$ cat src/rtl/arch_pkg.sv
// Shared definitions for the MEM->WB boundary: buffered entry layout and
// the occupancy encoding used by the two-slot write-back buffer.
package arch_pkg;

   localparam int WB_DATA_W = 32;
   localparam int WB_DST_W  = 4;

   // One buffered write-back entry. The write-back value is already selected
   // (load data or ALU result) when the entry is captured.
   typedef struct packed {
      logic [WB_DST_W-1:0]  dst;
      logic [WB_DATA_W-1:0] value;
      logic                 wb_en;
   } wb_entry_t;

   localparam int WB_ENTRY_W = $bits(wb_entry_t);

   // Occupancy of the two-slot buffer.
   typedef enum logic [1:0] {
      EMPTY = 2'd0,
      ONE   = 2'd1,
      FULL  = 2'd2
   } fifo_state_t;

   // True when the given occupancy leaves room for another entry.
   function automatic logic has_room(input fifo_state_t st);
      return (st != FULL);
   endfunction

endpackage

$ cat src/rtl/wb_fifo2.sv
// Two-slot strict-FIFO write-back buffer. Slot 0 is always the head; the
// occupancy FSM decides where an incoming entry lands and when the tail
// moves up. Flush empties the buffer and wins over push and pop.
module wb_fifo2
   import arch_pkg::*;
#(
   parameter int ENT_W = WB_ENTRY_W
) (
   input  logic             clk,
   input  logic             rst,
   input  logic             i_push,
   input  logic             i_pop,
   input  logic             i_flush,
   input  logic [ENT_W-1:0] i_entry,
   output logic             o_in_ready,
   output logic             o_out_valid,
   output logic [ENT_W-1:0] o_head
);

   fifo_state_t      r_state;
   fifo_state_t      w_next;
   logic [ENT_W-1:0] r_slot0;
   logic [ENT_W-1:0] r_slot1;
   logic             r_in_ready;

   // Next occupancy from push/pop; flush always returns to EMPTY.
   always_comb begin
      w_next = r_state;
      if (i_flush) begin
         w_next = EMPTY;
      end else begin
         case (r_state)
            EMPTY: begin
               if (i_push) w_next = ONE;
            end
            ONE: begin
               if (i_push && !i_pop)      w_next = FULL;
               else if (i_pop && !i_push) w_next = EMPTY;
            end
            FULL: begin
               if (i_pop) w_next = ONE;
            end
            default: w_next = EMPTY;
         endcase
      end
   end

   // Occupancy register and registered ready (low while in reset).
   always_ff @(posedge clk) begin
      if (!rst) begin
         r_state    <= EMPTY;
         r_in_ready <= 1'b0;
      end else begin
         r_state    <= w_next;
         r_in_ready <= has_room(w_next);
      end
   end

   // Slot storage: cleared in reset so the head outputs are never X; holds
   // its contents on flush, which keeps the last head visible while empty.
   always_ff @(posedge clk) begin
      if (!rst) begin
         r_slot0 <= '0;
         r_slot1 <= '0;
      end else if (!i_flush) begin
         case (r_state)
            EMPTY: begin
               if (i_push) r_slot0 <= i_entry;
            end
            ONE: begin
               if (i_push && i_pop) r_slot0 <= i_entry;
               else if (i_push)     r_slot1 <= i_entry;
            end
            FULL: begin
               if (i_pop) r_slot0 <= r_slot1;
            end
            default: begin
               r_slot0 <= r_slot0;
            end
         endcase
      end
   end

   assign o_in_ready  = r_in_ready;
   assign o_out_valid = (r_state != EMPTY);
   assign o_head      = r_slot0;

endmodule

$ cat src/rtl/mem_wb_stage.sv
// MEM->WB elastic boundary: selects the write-back value at capture,
// buffers up to two entries, drives the register-file write port, the
// forwarding tap and a free-running retired-instruction counter.
module mem_wb_stage
   import arch_pkg::*;
#(
   parameter int DATA_W = 32,
   parameter int DST_W  = 4,
   parameter int CNT_W  = 32
) (
   input  logic              clk,
   input  logic              rst,
   input  logic              in_valid,
   output logic              in_ready,
   input  logic [DST_W-1:0]  dst,
   input  logic [DATA_W-1:0] alu_res,
   input  logic [DATA_W-1:0] mem_out,
   input  logic              mem_read,
   input  logic              wb_en,
   input  logic              freeze,
   input  logic              flush,
   input  logic              rf_ready,
   output logic              out_valid,
   output logic              wb_we,
   output logic [DST_W-1:0]  wb_dst,
   output logic [DATA_W-1:0] wb_value,
   output logic              fwd_en,
   output logic [CNT_W-1:0]  retired
);

   localparam int ENT_W = DST_W + DATA_W + 1;

   logic [ENT_W-1:0] w_entry;
   logic [ENT_W-1:0] w_head;
   logic             w_in_ready;
   logic             w_out_valid;
   logic             w_push;
   logic             w_pop;
   logic             w_head_wb_en;
   logic [CNT_W-1:0] r_retired;

   // Entry layout matches wb_entry_t: {dst, value, wb_en}. mem_read only
   // steers the value mux and is not kept.
   assign w_entry = {dst, (mem_read ? mem_out : alu_res), wb_en};

   // Freeze blocks both directions; flush overrides everything.
   assign w_push = in_valid & w_in_ready & ~freeze & ~flush;
   assign w_pop  = w_out_valid & rf_ready & ~freeze & ~flush;

   wb_fifo2 #(
      .ENT_W (ENT_W)
   ) u_fifo (
      .clk         (clk),
      .rst         (rst),
      .i_push      (w_push),
      .i_pop       (w_pop),
      .i_flush     (flush),
      .i_entry     (w_entry),
      .o_in_ready  (w_in_ready),
      .o_out_valid (w_out_valid),
      .o_head      (w_head)
   );

   assign w_head_wb_en = w_head[0];

   // Retired counter: one per popped entry, including non-writing ones;
   // wraps naturally.
   always_ff @(posedge clk) begin
      if (!rst) begin
         r_retired <= '0;
      end else if (w_pop) begin
         r_retired <= r_retired + 1'b1;
      end
   end

   assign in_ready  = w_in_ready;
   assign out_valid = w_out_valid;
   assign wb_we     = w_out_valid & rf_ready & ~freeze & w_head_wb_en;
   assign fwd_en    = w_out_valid & w_head_wb_en;
   assign wb_dst    = w_head[ENT_W-1 -: DST_W];
   assign wb_value  = w_head[DATA_W:1];
   assign retired   = r_retired;

endmodule

$ cat config.mk
export PLATFORM = sky130hd
export DESIGN_NAME = mem_wb_stage
export DESIGN_NICKNAME = d
export VERILOG_FILES = /design/src/rtl/arch_pkg.sv /design/src/rtl/wb_fifo2.sv /design/src/rtl/mem_wb_stage.sv
export SDC_FILE = /design/constraint.sdc
export NUM_CORES = 1
export LEC_CHECK = 0
export CORE_ASPECT_RATIO = 1.1
export CORE_MARGIN = 8
export CORE_UTILIZATION = 50
export CTS_BUF_LIST = sky130_fd_sc_hd__clkbuf_8
export DETAILED_ROUTE_END_ITERATION = 8
export PLACE_DENSITY_LB_ADDON = 0.12
export SYNTH_ARGS = -nofsm -noshare
export SYNTH_HDL_FRONTEND = slang
export SYNTH_SLANG_ARGS = --single-unit
$ cat constraint.sdc
create_clock -name clk -period 2.65 [get_ports clk]
set_clock_uncertainty 0.05 [all_clocks]
set_input_delay 0.3975 -clock clk [delete_from_list [all_inputs] [get_ports clk]]
set_output_delay 0.3975 -clock clk [all_outputs]
set_load 0.1 [all_outputs]
### Word-level counts from Yosys, hierarchy flattened

Index checks and enable logic that the tools add are counted.

* mux-type cells: 11
* add/sub/neg operators: 1
* reductions and logical operators: 10
* equal/unequal tests: 6
* bitwise operators: 11

Operator list (number)
* $mux 37: 3
* $pmux 37 s3: 1
* $add 32x1->32 const B: 1
* $mux 32: 1
* $mux 2: 5
* $and 1x1->1: 8
* $ne 2x1->1 const B: 3
* $pmux 2 s3: 1
* $reduce_and 5->1: 1
* $reduce_and 4->1: 1
* $logic_and 1x1->1: 3
* $not 1->1: 3
* $reduce_bool 3->1: 1
* $eq 2x1->1 const B: 1
* $eq 2x2->1 const B: 1
* $logic_not 1->1: 2
* $logic_not 2->1: 1
* $ne 2x2->1 const B: 1
* $reduce_bool 2->1: 1

* word-level logic and storage cells: 44
* bits in registers: 109
* input port bits: 76

### Longest topological paths before layout

Gate-level depths: netlist (run 1).

* word-level depth: 10
* mapped depth: 8
* mapped depth without buffers: 5

### Hierarchy

A second synthesis (run 1) with hierarchy kept.

* cells, all modules: 586
* area, all modules: 5501.5 µm²

Modules (own cells, without submodules)
* wb_fifo2: area an instance 3544.6 µm², times used 1, sequential area each 1541.5 µm², cells each 362
* mem_wb_stage: area an instance 1956.9 µm², times used 1, sequential area each 640.6 µm², cells each 224

### Worst setup path after synthesis (run 1)

Ideal clock, no wire load.

* path kind: reg-to-output
* from: register u_fifo.r_state[1]
* to: output port wb_we
* data required time: 2203 ps
* slack: -741 ps
* arrival: 2944 ps
* path buffers: 1
* stages on the path, launching flop included: 6
* cell sequence: dfxtp_1 buf_2 nor2_1 inv_1 and2_1 and3_1

* word-level cells in the longest chain between the ends: 4

Ends and longest elaborated chain
* start, declared: line wb_fifo2.sv:20 `fifo_state_t r_state;`
* start signal, assigned: line wb_fifo2.sv:54 `r_state <= w_next;`
* $reduce_bool 2->1: line wb_fifo2.sv:85 `assign o_out_valid = (r_state != EMPTY);`
* net out_valid: line mem_wb_stage.sv:23 `output logic out_valid,`
* $and 1x1->1 (3 in a row): line mem_wb_stage.sv:78 `assign wb_we = w_out_valid & rf_ready & ~freeze & w_head_wb_en;`
* end, declared: line mem_wb_stage.sv:24 `output logic wb_we,`

The timed path passes the listed nets, and every way through them passes these cells.

### Worst setup path in the final report (run 1)

* from: register u_fifo.r_state[1]
* to: output port wb_we

* word-level cells in the longest chain between the ends: 4

Ends and longest elaborated chain (line)
* $reduce_bool 2->1: wb_fifo2.sv:85
* $and 1x1->1 (3 in a row): mem_wb_stage.sv:78

Every way passes these cells.

==> results.yml, run 1 <==
status:
  status: "completed"
detailed_routing:
  viasPerCell: 5.69
  top_layer: "met4"
  wl_met3_um: 907
  route.layer.met1.wl_um: 5700
  drt_pre_antenna_iters: 4
  wl_um: 13700
  drtAntennaViolNets: 0
  drc: 0
  drt_iter0_markers: 311
  route.met2.wl_um: 6910
  dr_total_vias: 4831
  routedWlPerCell_um: 16.1
finish:
  fill_cells: 913
  syn_to_final_growth_pct: 26.3
  n_antenna_cell: 0
  final_nets: 778
  drive_gt1_share_pct: 16.7
yosys:
  netlist_area_um2: 5270
  async_flop_share_pct: 0
  synthDistinctLibCells: 43
  syn_avg_cell_area_um2: 8.52
  yosysWarnings: 0
  synth_edf_count: 0
  synth-main-ff-cell: "dfxtp_1"
  syn-num-nets: 696
  seq_area_frac_synth_pct: 41.4
  syn_inst: 619
  synth.ff_latch_count: 109
timing:
  max_freq_ghz: 0.434
  fin_ws_ns: 0.346
  finalCritPeriodShare_pct: 86.9
  tns_ns: 0
  worst_slew_pin_slew_ns: 0.505
  setup_viol_count_final: 0
  slew-limit-headroom_pct: 66.3
  drv_slew: 0
  rsz0062_at_grt: "no"
  fin_crit_ns: 2.30
  hold_viol: 0
setup_path:
  r2r-start: "u_fifo.r_state[1]$_SDFF_PN0_"
  crit_arrival_ns: 1.86
  crit_required_ns: 2.20
  cp-startpoint: "u_fifo.r_state[1]$_SDFF_PN0_"
  critPathMaxFanout: 9
  crit_chain: "nor2_2 -> clkinvlp_4 -> and2_4 -> and3_2 -> buf_12"
  slowest_stage: "dfxtp_1"
  cpPeakStageDelay_ns: 0.41
  cp-end-kind: "primary output"
  worst_setup_path_start_kind: "flip-flop"
  path_class: "reg -> out"
floorplanning:
  core_area_um2: 10300
  die_y_um: 124
  rows: 39
  dieWidth_um: 114
  pin_count: 148
  dieArea_um2: 14100
  initial_utilization_pct: 51.0
placed_design:
  dpl.hpwl_um: 9810
  place_congestion: 0.828
  io_buffers: 147
  place_ws_ns: 0.145
clocking:
  numCtsBuffers: 9
  cts_sinks: 109
  cts_max_level: 3
  path_clk_slew_ns: 0.10
  clk_path_buf_depth: 2
  cts_tree: "done"
  insertion_delay_ns: 0.37
  cts_setup_buffers: 0
  cts-root-buf: "clkbuf_8"
global_routing:
  grtUsageTotal_pct: 18.9
  grt_antenna_before_repair: 0
  grt_max_degree: 75
  grt_remaining_overflow: 0
  grt_pass1_vias: 4547
  grt_pass1_wl_um: 21700
pwr:
  p_leak_nw: 2.47
  max-vdd-ir-drop_mv: 0.266
  p_per_area_nw_per_um2: 469
  p_total_mw: 3.12
hold_path:
  hold_start: "u_fifo.o_head[1]$_SDFFE_PN0P_"
  min-delay-path-class: "reg -> reg"
run:
  maxCapViolations: 0
-- cell usage after synthesis (5+ instances only) --
cell / n / area (um2)
a21oi_1: 22 / 110
o21ai_0: 39 / 195
inv_1: 8 / 30.0
dfxtp_1: 109 / 2180
o2111ai_1: 32 / 280
nor2_1: 55 / 206
or3_1: 12 / 75.1
or4_1: 21 / 158
o31ai_1: 13 / 97.6
nand4_1: 6 / 37.5
nand3_1: 8 / 40.0
xnor2_1: 8 / 70.1
nand2b_1: 5 / 31.3
clkbuf_1: 47 / 176
mux2i_1: 44 / 440
a211oi_1: 37 / 278
nor4_1: 5 / 31.3
buf_4: 36 / 270
nand2_1: 79 / 297
-- per-layer routing --
layer / vias to the layer above / GRT usage, %
met2: 131 / 32.2
met4: 0 / 7.24
met5: - / 0
met3: 13 / 5.53
li1: 2374 / -
met1: 2313 / 22.1
-- kinds of logic after synthesis --
family,share of synthesized area (%)
multiplexers,8.36
flip-flops,41.4
XOR/XNOR,1.66
AO/OA/AOI/OAI,19.3
AND/OR/NAND/NOR,19.2
buffers and inverters,9.83
adder cells (fa/ha/maj),0.237
-- metrics by stage --
stage | hold slack, ns | util [%] | cell area [um2] | instances
finish | 0.416 | 64.4 | 6660 | 849
global route | 0.439 | 64.4 | 6660 | 849
CTS | 0.420 | 64.3 | 6660 | 849
detailed placement | 0.405 | 62.5 | 6460 | 833
global placement | 0.397 | 62.5 | 6460 | 833
floorplan | 0.386 | - | 5290 | 619
-- path summary, 6_finish.rpt --
check	endpoint	slack (ns)	depth (start not counted)
setup / recovery	wb_we	0.35	5
hold / removal	u_fifo.o_head[1]$_SDFFE_PN0P_	0.42	2
setup reg to reg	retired[15]$_SDFFE_PN0P_	0.44	5
hold reg to reg	u_fifo.o_head[1]$_SDFFE_PN0P_	0.42	2
-- what timing repair did --
action	4_1_cts	5_1_grt
setup endpoints to repair	0	1
hold endpoints to repair	0	0
resized for setup	0	1
hold buffers	0	0
-- worst max-delay path: cells and delay by family, from the launching register on --
kind          cells  cell delay, ns
buf+inv           2            0.34
flops             1            0.41
simple gates      3            0.73
-- layout by cell type (no fill, tap or decap), drive strengths merged, types with 2 or more instances in the layout --
master	netlist	layout
inv	9	9
clkdlybuf4s50	0	73
o31ai	13	13
clkinvlp	0	3
o2111ai	32	32
nand4bb	2	2
a21oi	22	22
buf	43	88
nor4	5	5
mux2i	44	44
nor2	55	55
nand2b	5	5
nand2	79	79
or3	12	12
o21ai	39	39
dfxtp	109	109
xnor2	8	8
or4	21	21
nand4	7	7
a211oi	37	37
clkinv	0	3
nor4b	2	2
clkbuf	47	9
xor2	2	2
and4	3	3
nand3	8	8
-- layout make-up --
type,instances,area [um2],area share [%]
clock buffer,9,124,1.86
sequential,109,2190,32.9
timing repair buffer,161,1460,22.0
clock inverter,7,67.6,1.01
tap,143,179,2.69
inverter,9,37.5,0.564
multi-input combinational,411,2600,39.0
-- where the power goes --
part	leakage, nW	internal [mW]	total, mW	switching, mW
Sequential	0.883	1.66	1.67	0.0133
Clock	0.0964	0.432	0.991	0.559
Combinational	1.49	0.180	0.459	0.279
Total	2.47	2.27	3.12	0.852
-- state kept, by name (all words and copies together), names as in the netlist --
register / count
u_fifo.r_slot1: 37
u_fifo.o_in_ready: 1
retired: 32
u_fifo.r_state: 2
u_fifo.o_head: 37
(Power assumes the default switching activity.)
==> run 2: changes to the inputs <==
- CTS_CLUSTER_SIZE: default -> 10
==> results of run 2 <==
The final DEF is identical to that of run 1; final timing and power are the same.
==> patch (settings of run 2) <==
`CNT_W`: 32 -> 24.
--- a/src/rtl/mem_wb_stage.sv
+++ b/src/rtl/mem_wb_stage.sv
@@ -6,7 +6,7 @@
 #(
    parameter int DATA_W = 32,
    parameter int DST_W  = 4,
-   parameter int CNT_W  = 32
+   parameter int CNT_W  = 24
 ) (
    input  logic              clk,
    input  logic              rst,
Interface: changed (resized retired); port bits go from 148 to 140. The function was not compared with the original's and may differ.
==> patch against run 2 <==
Power is 7.6% lower; hold slack improved by 11 ps; area after synthesis is 4.7% lower; global-route usage down 1.1 points; sequential cell count shrank 8; final area fell by 5.9%; worst setup slack improved by 150 ps; wire length is 8.2% lower; synthesized cell count decreased by 7.1%; count of clock-buffer cells in the layout up 2; fmax grew 7.1%.
==> patch: results (changes against run 2) <==
Leakage Power=2.33 nW (was 2.47 nW); Worst VDD drop=0.253 mV (was 0.266 mV); DRT iter0 DRCs=252 (was 311); vias in the first global route=4083 (was 4547); final worst path period share=81.1% (was 86.9%); largest net degree at the start of global routing=77 (was 75); dpl ws=141 ps (was 145 ps); Crit Path Max Fanout=28 (was 9); status=complete, no violations (unchanged); post-synthesis sequential area ratio=40.3% (was 41.4%); post-synthesis xor/xnor area fraction=1.22% (was 1.66%); share of layout cells above drive strength 1=15.2% (was 16.7%); Post-synth top cells=dfxtp_1 (101), nor2_1 (80), a21oi_1 (49) (was dfxtp_1 (109), nand2_1 (79), nor2_1 (55)); Post-Layout Cell Count=773 (was 849); Fin Hold WS=426 ps (was 416 ps); Post-Synthesis Cells=575 (was 619); global-route wire length before repair=20.1 mm (was 21.7 mm); worst hold start=retired[23] (was u_fifo.o_head[1]); compound-cell area share of the yosys netlist=23.9% (was 19.3%); routed wire length=12.6 mm (was 13.7 mm); Final #Nets=726 (was 778); Worst R2R Path Depth=4 (was 5); Synth cell types=41 (was 43); hold endpoint=retired[23] (was u_fifo.o_head[1]); Post-Synth Adder-Cell Area=0.249% (was 0.237%); DPL Wire Length=8.83 mm (was 9.81 mm); IO buf count=139 (was 147); reg2reg setup slack=720 ps (was 440 ps); vias=4403 (was 4831); Final Wtd Congestion=0.792 (was 0.828)
-- patch: cell types whose count changed after synthesis, moves of 8 or more --
cell	before	now
nand2_1	79	24
clkbuf_1	47	39
a2111o_1	0	32
or4_1	21	8
o21ai_0	39	3
or3_1	12	2
nor2_1	55	80
o21ai_1	0	37
a21oi_1	22	49
o2111ai_1	32	0
dfxtp_1	109	101
-- patch: final cells by class --
| type | instances | area [um^2] | area share [%] |
|---|---|---|---|
| timing repair buffer | 150 | 1370 | 21.8 |
| inverter | 5 | 18.8 | 0.300 |
| tap | 120 | 150 | 2.40 |
| clock inverter | 4 | 55.1 | 0.879 |
| clock buffer | 11 | 151 | 2.42 |
| sequential | 101 | 2020 | 32.3 |
| multi-input combinational | 382 | 2500 | 39.9 |
-- patch: critical path, cell delays in order --
cell and delay (ps):
clkdlybuf4s50_1 490, nand4bb_4 300, o32a_2 440, buf_4 240, a2111o_1 360, a21oi_1 140
-- patch: worst max path at each step --
stage          cells past startpoint        from           endpoint
3_5_place_dp                       6      freeze  u_fifo.o_head[13]
2_1_floorplan                      6  retired[0]        retired[18]
3_3_place_gp                       6      freeze  u_fifo.o_head[19]
6_report                           6      freeze  u_fifo.o_head[10]
4_1_cts                            4    rf_ready              wb_we
5_1_grt                            6      freeze  u_fifo.o_head[15]
-- patch: metal layers --
layer  up-vias  part of all wire [%]  GRT usage (%)
met3         8                   5.0           3.68
met5         -                     0              0
met1      2076                    47           22.7
met2       116                    47           29.3
li1       2203                     -              -
met4         0                  0.83           6.07
-- patch: power by group --
| group | internal (W) | total, W | switching (W) | leakage, nW |
|---|---|---|---|---|
| clock network | 0.000490 | 0.00101 | 0.000519 | 0.102 |
| logic | 0.000155 | 0.000343 | 0.000188 | 1.42 |
| registers | 0.00153 | 0.00153 | 0.00000678 | 0.814 |
